[config.mk]
export PLATFORM = sky130hd
export DESIGN_NAME = acondicionador_botones_flat
export DESIGN_NICKNAME = d
export VERILOG_FILES = /design/src/rtl/acondicionador_botones_if.sv /design/src/rtl/acondicionador_botones.sv /design/src/flat_wrapper.sv
export SDC_FILE = /design/constraint.sdc
export NUM_CORES = 1
export LEC_CHECK = 0
export CAP_MARGIN = 20
export CORE_ASPECT_RATIO = 1.4
export CORE_MARGIN = 3
export CORE_UTILIZATION = 25
export CTS_CLUSTER_SIZE = 10
export DETAILED_ROUTE_END_ITERATION = 6
export PLACE_DENSITY = 0.44
export RECOVER_POWER = 50
export SYNTH_ARGS = -nofsm -noshare
export SYNTH_HDL_FRONTEND = slang
export SYNTH_SLANG_ARGS = --single-unit
[constraint.sdc]
create_clock -name clk -period 1.8 [get_ports clk]
set_clock_uncertainty 0.2 [all_clocks]
set_input_delay 0.36 -clock clk [delete_from_list [all_inputs] [get_ports clk]]
set_output_delay 0.36 -clock clk [all_outputs]
set_load 0.05 [all_outputs]
[src/rtl/acondicionador_botones_if.sv]
// Button-conditioner bus: raw buttons and enable in, press pulses and debounced levels out.
// The master side is the stimulus/board, the slave side is the conditioner.
interface acondicionador_botones_if;
    logic       btn_arriba;
    logic       btn_abajo;
    logic       btn_izq;
    logic       btn_der;
    logic       btn_elige;
    logic       habilita;
    logic       boton_arriba_reg;
    logic       boton_abajo_reg;
    logic       boton_izq_reg;
    logic       boton_der_reg;
    logic       boton_elige_reg;
    logic [4:0] boton_activo;

    modport master (
        output btn_arriba, btn_abajo, btn_izq, btn_der, btn_elige, habilita,
        input  boton_arriba_reg, boton_abajo_reg, boton_izq_reg, boton_der_reg,
               boton_elige_reg, boton_activo
    );

    modport slave (
        input  btn_arriba, btn_abajo, btn_izq, btn_der, btn_elige, habilita,
        output boton_arriba_reg, boton_abajo_reg, boton_izq_reg, boton_der_reg,
               boton_elige_reg, boton_activo
    );
endinterface

[src/rtl/acondicionador_botones.sv]
// Five-button conditioner: 2-flop sync, per-button debounce FSM, and a priority
// arbiter that emits at most one single-cycle press pulse per clock.
module acondicionador_botones #(
    parameter int unsigned DEBOUNCE_CYCLES = 1000
) (
    input  logic                     clk,
    input  logic                     reset_all,
    acondicionador_botones_if.slave  bus
);
    localparam int unsigned     CW      = (DEBOUNCE_CYCLES > 1) ? $clog2(DEBOUNCE_CYCLES) : 1;
    localparam logic [CW-1:0]   CNT_MAX = CW'(DEBOUNCE_CYCLES - 1);
    localparam int unsigned     NB      = 5;

    typedef enum logic [1:0] {IDLE, PRESS_CHK, HELD, REL_CHK} state_t;

    // Bit order everywhere: {elige, der, izq, abajo, arriba}
    logic [NB-1:0] raw;
    logic [NB-1:0] sync1_q, sync1_d;
    logic [NB-1:0] sync2_q, sync2_d;
    state_t        state_q [NB];
    state_t        state_d [NB];
    logic [CW-1:0] cnt_q   [NB];
    logic [CW-1:0] cnt_d   [NB];
    logic [NB-1:0] confirm;
    logic [NB-1:0] activo;
    logic [NB-1:0] grant;
    logic [NB-1:0] pending_q, pending_d;
    logic [NB-1:0] pulse_q, pulse_d;

    assign raw = {bus.btn_elige, bus.btn_der, bus.btn_izq, bus.btn_abajo, bus.btn_arriba};

    always_comb begin
        sync1_d = raw;
        sync2_d = sync1_q;
    end

    // State register
    always_ff @(posedge clk or negedge reset_all) begin
        if (!reset_all) begin
            sync1_q   <= '0;
            sync2_q   <= '0;
            pending_q <= '0;
            pulse_q   <= '0;
            for (int unsigned i = 0; i < NB; i++) begin
                state_q[i] <= IDLE;
                cnt_q[i]   <= '0;
            end
        end else begin
            sync1_q   <= sync1_d;
            sync2_q   <= sync2_d;
            pending_q <= pending_d;
            pulse_q   <= pulse_d;
            for (int unsigned i = 0; i < NB; i++) begin
                state_q[i] <= state_d[i];
                cnt_q[i]   <= cnt_d[i];
            end
        end
    end

    // Next-state logic
    always_comb begin
        for (int unsigned i = 0; i < NB; i++) begin
            state_d[i] = state_q[i];
            cnt_d[i]   = cnt_q[i];
            case (state_q[i])
                IDLE: begin
                    if (sync2_q[i]) begin
                        state_d[i] = PRESS_CHK;
                        cnt_d[i]   = '0;
                    end
                end
                PRESS_CHK: begin
                    if (!sync2_q[i]) begin
                        state_d[i] = IDLE;
                        cnt_d[i]   = '0;
                    end else if (cnt_q[i] == CNT_MAX) begin
                        state_d[i] = HELD;
                        cnt_d[i]   = '0;
                    end else begin
                        cnt_d[i] = cnt_q[i] + 1'b1;
                    end
                end
                HELD: begin
                    if (!sync2_q[i]) begin
                        state_d[i] = REL_CHK;
                        cnt_d[i]   = '0;
                    end
                end
                REL_CHK: begin
                    if (sync2_q[i]) begin
                        state_d[i] = HELD;
                        cnt_d[i]   = '0;
                    end else if (cnt_q[i] == CNT_MAX) begin
                        state_d[i] = IDLE;
                        cnt_d[i]   = '0;
                    end else begin
                        cnt_d[i] = cnt_q[i] + 1'b1;
                    end
                end
                default: begin
                    state_d[i] = IDLE;
                    cnt_d[i]   = '0;
                end
            endcase
        end
    end

    // FSM outputs: press confirmation strobe and debounced level
    always_comb begin
        confirm = '0;
        activo  = '0;
        for (int unsigned i = 0; i < NB; i++) begin
            confirm[i] = (state_q[i] == PRESS_CHK) && sync2_q[i] && (cnt_q[i] == CNT_MAX);
            activo[i]  = (state_q[i] == HELD) || (state_q[i] == REL_CHK);
        end
    end

    // Fixed priority: elige > arriba > abajo > izq > der
    always_comb begin
        grant = '0;
        if      (pending_q[4]) grant[4] = 1'b1;
        else if (pending_q[0]) grant[0] = 1'b1;
        else if (pending_q[1]) grant[1] = 1'b1;
        else if (pending_q[2]) grant[2] = 1'b1;
        else if (pending_q[3]) grant[3] = 1'b1;

        if (bus.habilita) begin
            pending_d = (pending_q & ~grant) | confirm;
            pulse_d   = grant;
        end else begin
            pending_d = '0;
            pulse_d   = '0;
        end
    end

    assign bus.boton_arriba_reg = pulse_q[0];
    assign bus.boton_abajo_reg  = pulse_q[1];
    assign bus.boton_izq_reg    = pulse_q[2];
    assign bus.boton_der_reg    = pulse_q[3];
    assign bus.boton_elige_reg  = pulse_q[4];
    assign bus.boton_activo     = activo;
endmodule

[src/flat_wrapper.sv]
// flat-port wrapper written by rule: the top's interface ports become plain ports
module acondicionador_botones_flat 
#(
    parameter int unsigned DEBOUNCE_CYCLES = 1000
)
  (clk, reset_all, bus_btn_arriba, bus_btn_abajo, bus_btn_izq, bus_btn_der, bus_btn_elige, bus_habilita, bus_boton_arriba_reg, bus_boton_abajo_reg, bus_boton_izq_reg, bus_boton_der_reg, bus_boton_elige_reg, bus_boton_activo);
  acondicionador_botones_if bus_i ();
  input  logic clk;
  input  logic reset_all;
  input wire logic [$bits(bus_i.btn_arriba)-1:0] bus_btn_arriba;
  input wire logic [$bits(bus_i.btn_abajo)-1:0] bus_btn_abajo;
  input wire logic [$bits(bus_i.btn_izq)-1:0] bus_btn_izq;
  input wire logic [$bits(bus_i.btn_der)-1:0] bus_btn_der;
  input wire logic [$bits(bus_i.btn_elige)-1:0] bus_btn_elige;
  input wire logic [$bits(bus_i.habilita)-1:0] bus_habilita;
  output wire logic [$bits(bus_i.boton_arriba_reg)-1:0] bus_boton_arriba_reg;
  output wire logic [$bits(bus_i.boton_abajo_reg)-1:0] bus_boton_abajo_reg;
  output wire logic [$bits(bus_i.boton_izq_reg)-1:0] bus_boton_izq_reg;
  output wire logic [$bits(bus_i.boton_der_reg)-1:0] bus_boton_der_reg;
  output wire logic [$bits(bus_i.boton_elige_reg)-1:0] bus_boton_elige_reg;
  output wire logic [$bits(bus_i.boton_activo)-1:0] bus_boton_activo;
  assign bus_i.btn_arriba = bus_btn_arriba;
  assign bus_i.btn_abajo = bus_btn_abajo;
  assign bus_i.btn_izq = bus_btn_izq;
  assign bus_i.btn_der = bus_btn_der;
  assign bus_i.btn_elige = bus_btn_elige;
  assign bus_i.habilita = bus_habilita;
  assign bus_boton_arriba_reg = bus_i.boton_arriba_reg;
  assign bus_boton_abajo_reg = bus_i.boton_abajo_reg;
  assign bus_boton_izq_reg = bus_i.boton_izq_reg;
  assign bus_boton_der_reg = bus_i.boton_der_reg;
  assign bus_boton_elige_reg = bus_i.boton_elige_reg;
  assign bus_boton_activo = bus_i.boton_activo;
  acondicionador_botones #(.DEBOUNCE_CYCLES(DEBOUNCE_CYCLES)) u_core (.clk(clk), .reset_all(reset_all), .bus(bus_i));
endmodule
Word-level counts from Yosys, hierarchy flattened --
Index checks and enable logic that the tools add are counted. Widths: inputs -> output; s select.
Operators by class: bitwise operators 3, multiplexer cells 76, add/subtract/negate cells 5, equal/unequal tests 40, reductions and logical operators 30
Operators with widths (number):
- $mux 10 | 25
- $pmux 10 s4 | 5
- $mux 2 | 31
- $add 10x1->10 const B | 5
- $eq 10x10->1 const B | 5
- $pmux 2 s4 | 5
- $eq 2x2->1 const B | 10
- $reduce_and 4->1 | 5
- $ne 3x1->1 const B | 5
- $ne 3x3->1 const B | 5
- $eq 2x1->1 const B | 5
- $logic_and 1x1->1 | 10
- $logic_not 2->1 | 5
- $mux 5 | 2
- $ne 2x1->1 const B | 5
- $ne 2x2->1 const B | 5
- $reduce_and 2->1 | 5
- $mux 1 | 6
- $and 5x5->5 | 1
- $logic_or 1x1->1 | 5
- $not 5->5 | 1
- $or 5x5->5 | 1
- $mux 4 | 1
- $mux 3 | 1
Storage, ports and cells: register bits 80, input bits 8, output and inout port bits 10, logic and storage cells 168

Logic depth before layout (Yosys ltp) --
word-level depth 9, mapped depth 7, mapped depth without buffers 6

Least setup slack after synthesis --
OpenSTA, ideal clock, no wires.
kind register to register, start reg u_core.cnt_q[0] (netlist bit), end reg u_core.cnt_q[0] (netlist bit), data arrival time 1514 ps, cell stages (with the launch flop) 7, slack -38 ps, cell sequence dfrtp_1 > ha_1 > nand4b_1 > nor4_4 > nor2_1 > buf_2 > mux2_2
Between the ends: longest elaborated chain between the ends 4, elaborated cells on any way between the ends 6, classes of those cells add/sub: 1; eq/ne: 1; mux: 4
Ends and longest elaborated chain:
- from (decl) | RTL line acondicionador_botones.sv:22 | logic [CW-1:0] cnt_q [NB];
- from (signal, indexed assignment) | RTL line acondicionador_botones.sv:55 | cnt_q[i] <= cnt_d[i];
- $add 10x1->10 / $eq 10x10->1 (equally long branches)
- $mux 10 * | RTL line acondicionador_botones.sv:76, acondicionador_botones.sv:93
- $mux 10, on equally long branches | RTL line acondicionador_botones.sv:90, acondicionador_botones.sv:73
- $pmux 10 s4 * | RTL line acondicionador_botones.sv:65 | case (state_q[i])
Every way passes the cells marked *; elsewhere a longest branch is shown, timed or not. A chain may end at the register's enable or synchronous reset.

==> flow_metrics.env <==
export IMPL_worst_pin_slew_ns=0.604
export IMPL_core_area_mm2=0.0146
export IMPL_grtUsageTotal_pct=10.9
export IMPL_peakVddDrop_mv=0.589
export IMPL_avgSynthCellArea_um2=10.1
export IMPL_cts_max_level=3
export IMPL_ys_top_cells_by_area="dfrtp_1 53%, nand2_1 4.7%, o21ai_0 4.1%"
export IMPL_ff_latch_area_mm2=0.00200
export IMPL_syn_num_nets=387
export IMPL_drive_gt1_share_pct=31.9
export IMPL_fin_util_pct=35.8
export IMPL_antenna_found_initial=0
export IMPL_clk_latency_ns=0.34
export IMPL_maxCapViolations=0
export IMPL_nets=475
export IMPL_vias=3101
export IMPL_routedWlPerCell_um=13.1
export IMPL_status="finished clean"
export IMPL_dp_hpwl_um=6130
export IMPL_cp_arrival_ns=1.80
export IMPL_rsz0062_at_grt="true"
export IMPL_synth_top_family_by_area="simple AND/OR/NAND/NOR gates"
export IMPL_rows=52
export IMPL_top_level_ports=18
export IMPL_globalplace_congestion=0.797
export IMPL_cts_tree="built"
export IMPL_die_h_um=152
export IMPL_hp_class="flop to flop"
export IMPL_synth_cell_types=48
export IMPL_crit_required_ns=1.82
export IMPL_muxShareOfSynthArea_pct=3.27
export IMPL_leakagePower_nw=2.37
export IMPL_die_area_mm2=0.0167
export IMPL_routed_via_density=4.73
export IMPL_min_period_over_period_pct=99.0
export IMPL_diodes=0
export IMPL_max_freq_ghz=0.561
export IMPL_worst_setup_path_type="flop to flop"
export IMPL_cts_made_buffers=9
export IMPL_drtAntennaViolNets=0
export IMPL_overflow=0
export IMPL_grt_pass1_wl_um=14400
export IMPL_drt_initial_drc_count=80
export IMPL_rr_worst_depth=5
export IMPL_cellPowerDensity_mw_per_mm2=1200
export IMPL_syn_instance_count=374
export IMPL_synth_edff_count=0
export IMPL_setup_violations=0
export IMPL_finalWirelength_um=8600
export IMPL_drc=0
export IMPL_synth_area_mm2=0.00379
export IMPL_synth_compound_area_share_pct=15.1
export IMPL_ys_seq_area_share_pct=52.9
export IMPL_hold_path_depth=0
export IMPL_placed_area_mm2=0.00464
export IMPL_async_reset_ff_share_pct=100
export IMPL_syn_to_final_growth_pct=38.4
export IMPL_synth_xor_area_share_pct=3.24
export IMPL_multi_input_area_mm2=0.00193
export IMPL_cp_max_fo=7
export IMPL_cp_start_kind="flop"
export IMPL_synthAdderAreaFrac_pct=1.65
export IMPL_yosys_warnings=0
export IMPL_die_w_um=110
export IMPL_cp_end_kind="flop"
export IMPL_clk_path_buf_depth=2
export IMPL_drv_slew=0
export IMPL_total_power_w=0.00631
export IMPL_initial_utilization_pct=25.9
export IMPL_synth_top_area_share_pct=52.9
export IMPL_ys_seq_elements=80
export IMPL_path_clk_slew_ns=0.06
export IMPL_min_period_ns=1.78
export IMPL_cts_root_buf="clkbuf_16"
export IMPL_portBuffers=17
export IMPL_synthMostInstantiatedCell="dfrtp_1"
export IMPL_grt_pass1_vias=3055
export IMPL_yosys_top_cells_count="80 x dfrtp_1, 47 x nand2_1, 31 x o21ai_0"
export IMPL_synth_simple_area_share_pct=22.3
export IMPL_cts_sinks=80
export IMPL_ys_flop_type="dfrtp_1"
export IMPL_filler_cell_count=1484
export IMPL_synth_area_leader_cell="dfrtp_1"
export IMPL_hold_viol_final=0
export IMPL_drt_first_pass_iters=4
export IMPL_slew_headroom_pct=59.7
export IMPL_finalInstanceArea_mm2=0.00524
export IMPL_grt_max_degree=28
## metrics by stage
step	hold WS (ns)	setup TNS [ns]	std cells	setup slack, ns
2_1_floorplan	-0.136	0	374	0.0265
3_3_place_gp	0.104	0	625	0.00139
3_5_place_dp	0.102	-0.113	625	-0.0547
4_1_cts	0.152	0	643	0.00349
5_1_grt	0.165	-0.721	656	-0.0699
6_report	0.150	0	656	0.0184
## cells by family (layout without fill, tap and decap cells)
group | after synthesis | in the layout
buffers and inverters | 15 | 107
XOR/XNOR | 14 | 14
multiplexers | 11 | 11
AO/OA/AOI/OAI | 92 | 92
flip-flops | 80 | 80
adder cells (fa/ha/maj) | 5 | 5
AND/OR/NAND/NOR | 157 | 158
## cell type report
| class | instances | area share, % |
|---|---|---|
| flip-flops and latches | 80 | 38.2 |
| clock buffers | 12 | 5.09 |
| inverters | 4 | 0.287 |
| multi-input cells | 280 | 36.8 |
| repair buffers | 87 | 14.2 |
| clock inverters | 4 | 0.931 |
| well taps | 189 | 4.51 |
## state kept, by name, indices dropped and copies added (netlist names), named ones only
register          count
u_core.cnt_q         50
u_core.pending_q      5
u_core.pulse_q        5
u_core.state_q        5
u_core.sync1_q        5
u_core.sync2_q        5
## cells in the final DEF, fill, tap and decap left out, drive strengths merged, types with 3 or more instances in the layout
master | Yosys | layout
dfrtp | 80 | 80
buf | 3 | 78
nand2 | 48 | 48
o21ai | 31 | 31
nor2 | 29 | 30
a21oi | 18 | 18
nand3 | 15 | 15
a31oi | 14 | 14
clkbuf | 8 | 14
nor3 | 11 | 11
and3 | 11 | 11
a22o | 9 | 9
or3 | 9 | 9
xor2 | 9 | 9
mux2 | 8 | 8
or2 | 8 | 8
dlygate4sd3 | 0 | 7
nand4b | 6 | 6
a21boi | 6 | 6
nand2b | 5 | 5
xnor2 | 5 | 5
a21o | 5 | 5
inv | 4 | 5
nand4 | 5 | 5
ha | 5 | 5
nor4 | 4 | 4
mux2i | 3 | 3
## path summary, 6_finish.rpt
check	slack [ns]	to	from
setup / recovery	0.02	flop	u_core.cnt_q[40]
hold / removal	0.15	u_core.sync2_q[2]	u_core.sync1_q[2]
setup reg to reg	0.02	flop	u_core.cnt_q[40]
hold reg to reg	0.15	u_core.sync2_q[2]	u_core.sync1_q[2]
max in group asynchronous	0.24	u_core.cnt_q[43]	reset_all
min in group asynchronous	0.36	u_core.cnt_q[34]	reset_all
## where the power goes
part	switching, W	internal [W]	leakage, nW
registers	0.000213	0.00200	1.07
logic	0.00109	0.00107	1.14
clock network	0.000742	0.00119	0.159
## metal layers
metal  share of wire (%)  up-vias  track usage (%)
met5                   0        -                0
met4                 2.8        0             5.74
met3                 2.7       17             1.95
met2                  50       40             18.4
met1                  44     1510             13.1
li1                    -     1534                -
## worst max-delay path: stages, from the launching register on
cell       delay, ns
dfrtp_1         0.39
ha_4            0.18
nand4bb_4       0.13
nor3_4          0.40
o21ai_2         0.09
mux2_2          0.27
## what timing repair did
action | CTS | global route
buffers inserted | 1 | 12
resized for setup | 6 | 41
setup endpoints to repair | 8 | 34
endpoints found under the hold margin | 21 | 0
cloned | 0 | 1
pin swaps | 3 | 14
hold buffers | 1 | 0
(Power assumes the default switching activity.)
